--- src/rtl/watch_set_ctrl_pkg.sv ---
// Watch set-control shared definitions: FSM states, field indices
// and a counter sizing helper.
package watch_set_ctrl_pkg;

    typedef enum logic [1:0] {
        ST_IDLE   = 2'd0,
        ST_EDIT   = 2'd1,
        ST_PRESS  = 2'd2,
        ST_REPEAT = 2'd3
    } state_t;

    typedef enum int {
        FLD_SEC  = 0,
        FLD_MIN  = 1,
        FLD_HOUR = 2
    } field_e;

    function automatic int cnt_width(
        input int a,
        input int b,
        input int c,
        input int d
    );
        int m;
        m = a;
        if (b > m) m = b;
        if (c > m) m = c;
        if (d > m) m = d;
        return $clog2(m + 1);
    endfunction

endpackage

--- src/rtl/watch_set_ctrl_key_repeat.sv ---
// One key: rising-edge detect plus hold-delay / auto-repeat timing.
// The top grants a press; fire is the delayed or repeated strobe.
module watch_set_ctrl_key_repeat #(
    parameter int DLY  = 50,
    parameter int RATE = 10,
    parameter int CW   = 6
) (
    input  logic clk,
    input  logic rst_n,
    input  logic key,
    input  logic tick,
    input  logic grant,
    input  logic abort,
    output logic rise,
    output logic fire,
    output logic held
);

    logic          prev;
    logic          active;
    logic          rep;
    logic [CW-1:0] cnt;
    logic [CW-1:0] limit;

    assign rise  = key & ~prev;
    assign held  = active;
    assign limit = rep ? CW'(RATE) : CW'(DLY);
    assign fire  = active & key & tick & ~abort
                 & ((cnt + CW'(1)) == limit);

    always_ff @(posedge clk or negedge rst_n) begin
        if (!rst_n) begin
            prev   <= 1'b0;
            active <= 1'b0;
            rep    <= 1'b0;
            cnt    <= '0;
        end else begin
            prev <= key;
            if (abort || !key) begin
                active <= 1'b0;
                rep    <= 1'b0;
                cnt    <= '0;
            end else if (active) begin
                if (fire) begin
                    rep <= 1'b1;
                    cnt <= '0;
                end else if (tick) begin
                    cnt <= cnt + CW'(1);
                end
            end else if (grant && rise) begin
                active <= 1'b1;
                rep    <= 1'b0;
                cnt    <= '0;
            end
        end
    end

endmodule

--- src/rtl/watch_set_ctrl.sv ---
// Watch time-set controller: edit mode, field select, key auto-repeat,
// inactivity timeout and selected-field blink.
module watch_set_ctrl
    import watch_set_ctrl_pkg::*;
#(
    parameter int NUM_FIELDS  = 3,
    parameter int START_FIELD = FLD_SEC,
    parameter int REPEAT_DLY  = 50,
    parameter int REPEAT_RATE = 10,
    parameter int TIMEOUT     = 500,
    parameter int BLINK_HALF  = 25
) (
    input  logic                          clk,
    input  logic                          rst_n,
    input  logic                          i_tick,
    input  logic                          i_edit,
    input  logic                          i_up,
    input  logic                          i_down,
    input  logic                          i_right,
    input  logic                          i_left,
    output logic                          o_edit,
    output logic [$clog2(NUM_FIELDS)-1:0] o_field,
    output logic [NUM_FIELDS-1:0]         o_inc,
    output logic [NUM_FIELDS-1:0]         o_dec,
    output logic                          o_blink
);

    localparam int FW = $clog2(NUM_FIELDS);
    localparam int CW = cnt_width(REPEAT_DLY, REPEAT_RATE,
                                  TIMEOUT, BLINK_HALF);
    localparam logic [FW-1:0] F_START = FW'(START_FIELD);
    localparam logic [FW-1:0] F_LAST  = FW'(NUM_FIELDS - 1);

    state_t                state;
    state_t                state_nx;
    logic [FW-1:0]         field_nx;
    logic [NUM_FIELDS-1:0] inc_nx;
    logic [NUM_FIELDS-1:0] dec_nx;
    logic [NUM_FIELDS-1:0] sel;
    logic                  blink_nx;
    logic [CW-1:0]         tcnt;
    logic [CW-1:0]         tcnt_nx;
    logic [CW-1:0]         bcnt;
    logic [CW-1:0]         bcnt_nx;
    logic                  b_wrap;
    logic                  t_end;
    logic                  up_rise, up_fire, up_held;
    logic                  dn_rise, dn_fire, dn_held;
    logic                  grant_up, grant_dn;
    logic                  nav, act, key_on;

    assign sel      = NUM_FIELDS'(1) << o_field;
    assign grant_up = (state == ST_EDIT) & ~i_edit;
    assign grant_dn = grant_up & ~up_rise;
    assign nav      = i_right | i_left;
    assign act      = up_rise | dn_rise | nav;
    assign key_on   = (up_held & i_up) | (dn_held & i_down);
    assign b_wrap   = (bcnt + CW'(1)) == CW'(BLINK_HALF);
    assign t_end    = (tcnt + CW'(1)) == CW'(TIMEOUT);

    watch_set_ctrl_key_repeat #(
        .DLY  (REPEAT_DLY),
        .RATE (REPEAT_RATE),
        .CW   (CW)
    ) u_up (
        .clk   (clk),
        .rst_n (rst_n),
        .key   (i_up),
        .tick  (i_tick),
        .grant (grant_up),
        .abort (i_edit),
        .rise  (up_rise),
        .fire  (up_fire),
        .held  (up_held)
    );

    watch_set_ctrl_key_repeat #(
        .DLY  (REPEAT_DLY),
        .RATE (REPEAT_RATE),
        .CW   (CW)
    ) u_dn (
        .clk   (clk),
        .rst_n (rst_n),
        .key   (i_down),
        .tick  (i_tick),
        .grant (grant_dn),
        .abort (i_edit),
        .rise  (dn_rise),
        .fire  (dn_fire),
        .held  (dn_held)
    );

    always_comb begin
        state_nx = state;
        field_nx = o_field;
        inc_nx   = '0;
        dec_nx   = '0;
        blink_nx = o_blink;
        tcnt_nx  = tcnt;
        bcnt_nx  = bcnt;
        unique case (state)
            ST_IDLE: begin
                if (i_edit) begin
                    state_nx = ST_EDIT;
                    field_nx = F_START;
                    tcnt_nx  = '0;
                    bcnt_nx  = '0;
                    blink_nx = 1'b0;
                end
            end
            ST_EDIT: begin
                if (i_edit) begin
                    state_nx = ST_IDLE;
                end else begin
                    if (up_rise) begin
                        inc_nx   = sel;
                        state_nx = ST_PRESS;
                    end else if (dn_rise) begin
                        dec_nx   = sel;
                        state_nx = ST_PRESS;
                    end
                    if (i_right) begin
                        field_nx = (o_field == F_LAST) ? '0
                                 : o_field + FW'(1);
                    end else if (i_left) begin
                        field_nx = (o_field == '0) ? F_LAST
                                 : o_field - FW'(1);
                    end
                    if (act) begin
                        tcnt_nx  = '0;
                        bcnt_nx  = '0;
                        blink_nx = 1'b0;
                    end else if (i_tick) begin
                        if (t_end) state_nx = ST_IDLE;
                        tcnt_nx  = tcnt + CW'(1);
                        bcnt_nx  = b_wrap ? '0 : bcnt + CW'(1);
                        blink_nx = b_wrap ? ~o_blink : o_blink;
                    end
                end
            end
            ST_PRESS, ST_REPEAT: begin
                // user is active: inactivity timer stays cleared
                tcnt_nx = '0;
                if (i_edit) begin
                    state_nx = ST_IDLE;
                end else if (!key_on) begin
                    state_nx = ST_EDIT;
                end else if (up_fire || dn_fire) begin
                    inc_nx   = up_fire ? sel : '0;
                    dec_nx   = dn_fire ? sel : '0;
                    state_nx = ST_REPEAT;
                    bcnt_nx  = '0;
                    blink_nx = 1'b0;
                end else if (i_tick) begin
                    bcnt_nx  = b_wrap ? '0 : bcnt + CW'(1);
                    blink_nx = b_wrap ? ~o_blink : o_blink;
                end
            end
        endcase
        if (state_nx == ST_IDLE) begin
            tcnt_nx  = '0;
            bcnt_nx  = '0;
            blink_nx = 1'b0;
        end
    end

    always_ff @(posedge clk or negedge rst_n) begin
        if (!rst_n) begin
            state   <= ST_IDLE;
            o_edit  <= 1'b0;
            o_field <= F_START;
            o_inc   <= '0;
            o_dec   <= '0;
            o_blink <= 1'b0;
            tcnt    <= '0;
            bcnt    <= '0;
        end else begin
            state   <= state_nx;
            o_edit  <= (state_nx != ST_IDLE);
            o_field <= field_nx;
            o_inc   <= inc_nx;
            o_dec   <= dec_nx;
            o_blink <= blink_nx;
            tcnt    <= tcnt_nx;
            bcnt    <= bcnt_nx;
        end
    end

endmodule

--- config.mk ---
export PLATFORM = sky130hd
export DESIGN_NAME = watch_set_ctrl
export DESIGN_NICKNAME = d
export VERILOG_FILES = /design/src/rtl/watch_set_ctrl_pkg.sv /design/src/rtl/watch_set_ctrl_key_repeat.sv /design/src/rtl/watch_set_ctrl.sv
export SDC_FILE = /design/constraint.sdc
export NUM_CORES = 1
export LEC_CHECK = 0
export CORE_ASPECT_RATIO = 1.75
export CORE_MARGIN = 2
export CORE_UTILIZATION = 24
export DETAILED_ROUTE_END_ITERATION = 8
export GPL_ROUTABILITY_DRIVEN = 1
export PLACE_DENSITY = 0.45
export SYNTH_ARGS = -nofsm -noshare
export SYNTH_HDL_FRONTEND = slang
export SYNTH_SLANG_ARGS = --single-unit
--- constraint.sdc ---
create_clock -name clk -period 5.75 [get_ports clk]
set_clock_uncertainty 0.2 [all_clocks]
set_input_delay 0.575 -clock clk [delete_from_list [all_inputs] [get_ports clk]]
set_output_delay 0.575 -clock clk [all_outputs]
set_load 0.01 [all_outputs]
# Word-level counts from Yosys, hierarchy flattened
# Cells that the tools add are included.
[totals]
elab_cells = 170
input_bits = 8
regBits = 54
[op_classes]
addsub = 6
mux = 84
n_reduce_logical = 22
n_eq_ne = 20
shifts = 1
n_bitwise = 21
[op_table]
columns = ["op", "n"]
rows = [
  ["$mux 9", 23],
  ["$pmux 9 s3", 2],
  ["$mux 3", 13],
  ["$add 9x1->9 const B", 4],
  ["$mux 2", 16],
  ["$mux 1", 23],
  ["$eq 9x9->1", 2],
  ["$ne 3x3->1 const B", 6],
  ["$and 1x1->1", 12],
  ["$mux 6", 2],
  ["$pmux 3 s2", 2],
  ["$eq 9x5->1 const B", 1],
  ["$eq 9x9->1 const B", 1],
  ["$ne 4x4->1 const B", 2],
  ["$reduce_and 2->1", 4],
  ["$reduce_and 4->1", 2],
  ["$eq 2x2->1 const B", 3],
  ["$logic_not 2->1", 3],
  ["$pmux 2 s3", 1],
  ["$reduce_bool 3->1", 2],
  ["$not 1->1", 5],
  ["$ne 2x2->1 const B", 2],
  ["$ne 4x3->1 const B", 1],
  ["$or 1x1->1", 4],
  ["other kinds (13)", 18],
]

# Depth between registers and ports, before layout
[depth]
ltp_word = 12
mapped_depth = 10
ltp_nobuf = 8

# By module
# Synthesis repeated with hierarchy kept, for this count alone.
[unflattened]
cells_unflattened = 401
hier_area_um2 = 3550.9
[modules_own_cells]
columns = ["module", "n_inst", "area_each_um2", "cells_each"]
rows = [
  ["watch_set_ctrl", 1, 1944.4, 222],
  ["watch_set_ctrl_key_repeat (u_dn)", 1, 810.8, 88],
  ["watch_set_ctrl_key_repeat (u_up)", 1, 795.8, 91],
]

# Worst setup path after synthesis
# No wires, ideal clock.
[synth_path]
path_type = "input to register"
from = "in i_tick"
to = "reg bcnt[5]"
setup_ps = 135
slack_ps = 3207
t_arrival_ps = 2208
path_stages = 7
path_cell_list = "clkbuf_1 > nand4_1 > or4_1 > a221o_1 > a31oi_4 > buf_6 > nor4_1"
[synth_via]
elab_chain_len = 11
elab_cells_between_ends = 28
[synth_rtl]
columns = ["element", "line_no", "text"]
rows = [
  ["from (decl)", "watch_set_ctrl.sv:15", "input logic i_tick,"],
  ["$and 1x1->1 (2 in a row)", "watch_set_ctrl_key_repeat.sv:28", "assign fire = active & key & tick & ~abort"],
  ["$and 1x1->1", "watch_set_ctrl_key_repeat.sv:29", "& ((cnt + CW'(1)) == limit);"],
  ["$logic_or 1x1->1", "watch_set_ctrl.sv:148", "end else if (up_fire || dn_fire) begin"],
  ["$mux 2", "watch_set_ctrl.sv:148", ""],
  ["$mux 2", "watch_set_ctrl.sv:146", "end else if (!key_on) begin"],
  ["$mux 2", "watch_set_ctrl.sv:144", "if (i_edit) begin"],
  ["$pmux 2 s3", "watch_set_ctrl.sv:101", "unique case (state)"],
  ["$logic_not 2->1", "watch_set_ctrl.sv:160", "if (state_nx == ST_IDLE) begin"],
  ["$ne 3x3->1 (no line) or $ne 3x2->1 (tied branches)", "-", ""],
  ["$reduce_and 4->1 (no line)", "-", ""],
  ["to (signal assigned)", "watch_set_ctrl.sv:185", "bcnt <= bcnt_nx;"],
  ["to (decl)", "watch_set_ctrl.sv:43", "logic [CW-1:0] bcnt;"],
]
# Several ways; a longest one is shown, not always the timed one. The select of a mux whose other input is x is not followed.
# A chain may end at the register's enable or synchronous reset.

# Worst setup path after layout
[layout_path]
from = "in i_tick"
to = "reg bcnt[6]"
# The elaborated chain is that of the path after synthesis.

==> results by group <==
Critical path
  • List of cells traversed by the critical path: clkdlybuf4s50_1 > nand4_1 > or4_1 > a221o_1 > a31oi_4 > nor4_1
  • Data required time of the worst path: ~5.7 ns
  • Startpoint of the most critical register-to-register path: u_dn.cnt[0]$_DFFE_PN0P_
  • CP peak stage delay: roughly 0.9 ns
  • Register-to-register setup slack: 2.70 ns
  • Bufs and invs on worst path: 1
  • Nature of the critical path endpoint: flip-flop
  • Capture instance of the worst register-to-register path: o_dec[2]$_DFF_PN0_
  • CP top delay family: compound AO/OA/AOI/OAI gates
  • Critical path type: input pin to flip-flop
  • Arrival time at the worst endpoint: between 3 and 4 ns
  • Launching element type of the critical path: input pin
  • Critical path fanouts, max: 20
  • Number of cells on the worst reg-to-reg path: 7
  • Max stage delay cell, worst path: sky130_fd_sc_hd__clkdlybuf4s50_1

CTS
  • Worst skew pair latency: 0.30 ns
  • TritonCTS clock tree: built
  • Number of cells upsized or downsized after cts: 0
  • Buffer count from post-CTS setup fixing: 0
  • Buffers from clock root to sink, at most: 2
  • Cts-stage hold buffer count: 0
  • H-tree depth reported by CTS: 2
  • Clock input transition at the sequential cells of the worst setup and hold paths: 0.07 ns
  • TritonCTS buffer count: 5
  • Clock root cell: sky130_fd_sc_hd__clkbuf_16
  • TritonCTS sink count: between 50 and 60

Routing
  • First DRT Iteration DRCs: around 100
  • Via density per instance: 4.93
  • Post-DR wirelength/cell: roughly 15 µm
  • Residual antenna-violating net count after detailed routing: 0
  • Vias after detailed routing: 2830
  • Drt drc: 0
  • Post-Route WL: around 8500 µm
  • Detailed Routing Iterations Pass 1: 4

Synth
  • Sequential fraction of the synthesis area: 39.6%
  • Most area-consuming cells after synthesis: sky130_fd_sc_hd__dfrtp_1 (40%), sky130_fd_sc_hd__o21ai_0 (4.4%), sky130_fd_sc_hd__nor2_1 (4.3%), sky130_fd_sc_hd__nand2_1 (3.7%), sky130_fd_sc_hd__ha_1 (3.7%)
  • Prevailing post-synth register cell: sky130_fd_sc_hd__dfrtp_1
  • Share of the synthesized area in the top cell type: 39.6%
  • Post-synthesis cell type count: between 50 and 60
  • Share of flip-flops with an asynchronous set or reset: 100%
  • Number of instances in the synthesized netlist: 386
  • Flip-flop and latch count after synthesis: 54
  • Yosys warning count: 0
  • Most area-hungry cell type in the Yosys netlist: sky130_fd_sc_hd__dfrtp_1
  • Post-synthesis instance area: 3410 µm²
  • Average instance area after synthesis: between 8 and 9 µm²
  • Synthesized netlist net count: just over 400
  • Number of flops mapped to enable cells by yosys: 0

Pwr
  • Ratio of total power to cell area: 259 nW/µm²
  • Cell internal power dissipation: 0.000688 W
  • Peak supply drop: 0.000123 V
  • Relative contribution of combinational cells to total power: 23.3%
  • Proportion of power drawn by the clock network: 34.7%
  • Switch Pwr: 0.000311 W
  • Fraction of power consumed by sequential logic: 42.0%
  • Leakage: roughly 1.6 nW
  • Net switching share of the total power: between 30% and 40%

Final layout
  • Util after Layout: 27.7%
  • Number of antenna cells inserted: 0
  • Share of cells above drive strength 1: between 5 and 6%
  • # nets final: 414
  • Most common library cell in the layout ignoring fill and taps: sky130_fd_sc_hd__dfrtp_1
  • Area growth from synthesis to final layout: 13.1%
  • Highest-count cells in the layout ignoring fill and taps: sky130_fd_sc_hd__dfrtp_1 (54), sky130_fd_sc_hd__nor2_1 (39), sky130_fd_sc_hd__nand2_1 (34), sky130_fd_sc_hd__o21ai_0 (30)

STA
  • TNS Setup: 0 ns
  • Max Freq: 296 MHz
  • Hold Fails Final Rpt: 0
  • Number of setup violations in the final report: 0
  • Number of max-slew violations in the final report: 0
  • Unrepaired setup endpoints after global routing: no
  • Min cycle time layout: 3.38 ns
  • Max-slew headroom: about 42%
  • Share of the clock period used by the worst path: 58.7%
  • Transition time of the tightest slew-check pin: 0.861 ns

Placement
  • Placed wire-length estimate after detailed placement: 6360 µm
  • Last weighted congestion value of the routability-driven placer: 0.807
  • Number of buffer cells added on primary ports: 17

Global route
  • Antenna violations before repair: 0
  • Remaining Overflow, GRT: 0
  • Pin count of the biggest net entering global routing: between 50 and 60
  • First-pass GRT wire length: 14200 µm
  • Via count of the first global-routing pass: 2865
  • Overall track demand over capacity in global routing: 11.9%

Floorplan
  • Floorplan die width: approximately 94 µm
  • Core Box Area: 13900 µm²
  • Initial core utilization: 24.5%
  • Full die area: approximately 15000 µm²
  • I/O pin count: 18
  • Number of placement rows: 57
  • Overall die height: 162 µm

Status
  • Run status: complete, no violations

Job
  • Max-cap check violation count: 0

Min path
  • Class of the most critical hold timing path: input pin to asynchronous set/reset pin
-- worst reg2reg max path: cells and delay by family (launching register included) --
kind / cells / cell delay (ns)
AO/OA/AOI/OAI: 3 / 1.30
flip-flops: 1 / 0.44
adder cells (fa/ha/maj): 1 / 0.33
AND/OR/NAND/NOR: 3 / 0.71
-- per-layer routing --
metal | part of all wire [%] | global-route usage, % | vias to the layer above
li1 | - | - | 1413
met1 | 38 | 11.8 | 1387
met2 | 59 | 23.9 | 22
met3 | 1.5 | 1.53 | 8
met4 | 2.1 | 4.74 | 0
met5 | 0 | 0 | -
-- power groups by stage --
stage | Sequential, W | Clock, W | Combinational (W)
after floorplan | 0.000422 | 0 | 0.000180
after global placement | 0.000427 | 0 | 0.000239
after detailed placement | 0.000427 | 0 | 0.000244
after CTS | 0.000420 | 0.000358 | 0.000242
after global routing | 0.000422 | 0.000373 | 0.000262
final | 0.000420 | 0.000346 | 0.000233
-- registers in the layout, indices dropped and copies added, names as in the netlist, 2 cells and up --
name,cells
bcnt,9
o_dec,3
o_field,2
o_inc,3
state,2
tcnt,9
u_dn.cnt,9
u_up.cnt,9
-- worst max-delay path by stage --
stage	startpoint	to	slack [ns]	cells after the start
floorplan	i_tick	bcnt[5]$_DFFE_PN0P_	3.21	7
global placement	i_tick	bcnt[5]$_DFFE_PN0P_	2.07	6
detailed placement	i_tick	bcnt[6]$_DFFE_PN0P_	1.95	6
CTS	i_tick	bcnt[6]$_DFFE_PN0P_	2.31	6
global route	i_tick	bcnt[6]$_DFFE_PN0P_	2.14	6
finish	i_tick	bcnt[6]$_DFFE_PN0P_	2.37	6
-- cell families after synthesis --
kind of cell / count (synthesis) / synth area share (%)
flip-flops: 54 / 39.6
multiplexers: 4 / 1.21
adder cells (fa/ha/maj): 10 / 3.67
buffers and inverters: 28 / 4.70
AO/OA/AOI/OAI: 98 / 19.3
XOR/XNOR: 13 / 3.34
AND/OR/NAND/NOR: 179 / 28.1
-- area by class of cell --
type	count	area (µm²)
Multi-Input combinational cell	304	1900
Fill cell	1515	10100
Sequential cell	54	1350
Tap cell	177	221
Timing Repair Buffer	18	173
Inverter	13	48.8
Clock inverter	1	30.0
Clock buffer	7	133
-- cells in the mapped netlist, drive strengths merged, types with 5 or more instances --
library cell and n:
o21a 5, and2 11, nor2 39, nor3 15
dfrtp 54, a21oi 21, xor2 6, nand2 34
nand3 24, o21ai 31, inv 13, and3 8
nor2b 8, nor3b 5, xnor2 7, nor4 5
ha 10, a21o 12, nand3b 6, nand4 10
clkbuf 6, buf 9
-- through the flow --
step	cells	cell area, µm²	hold WS (ns)	power, W	setup WS, ns
after floorplan	386	3410	0.0794	0.000602	3.21
after global placement	566	3690	0.294	0.000666	2.07
after detailed placement	566	3690	0.297	0.000671	1.95
after CTS	574	3850	0.237	0.00102	2.31
after global routing	574	3850	0.283	0.00106	2.14
final	574	3850	0.196	0.000999	2.37
No activity file was read; power rests on OpenSTA's default activity.
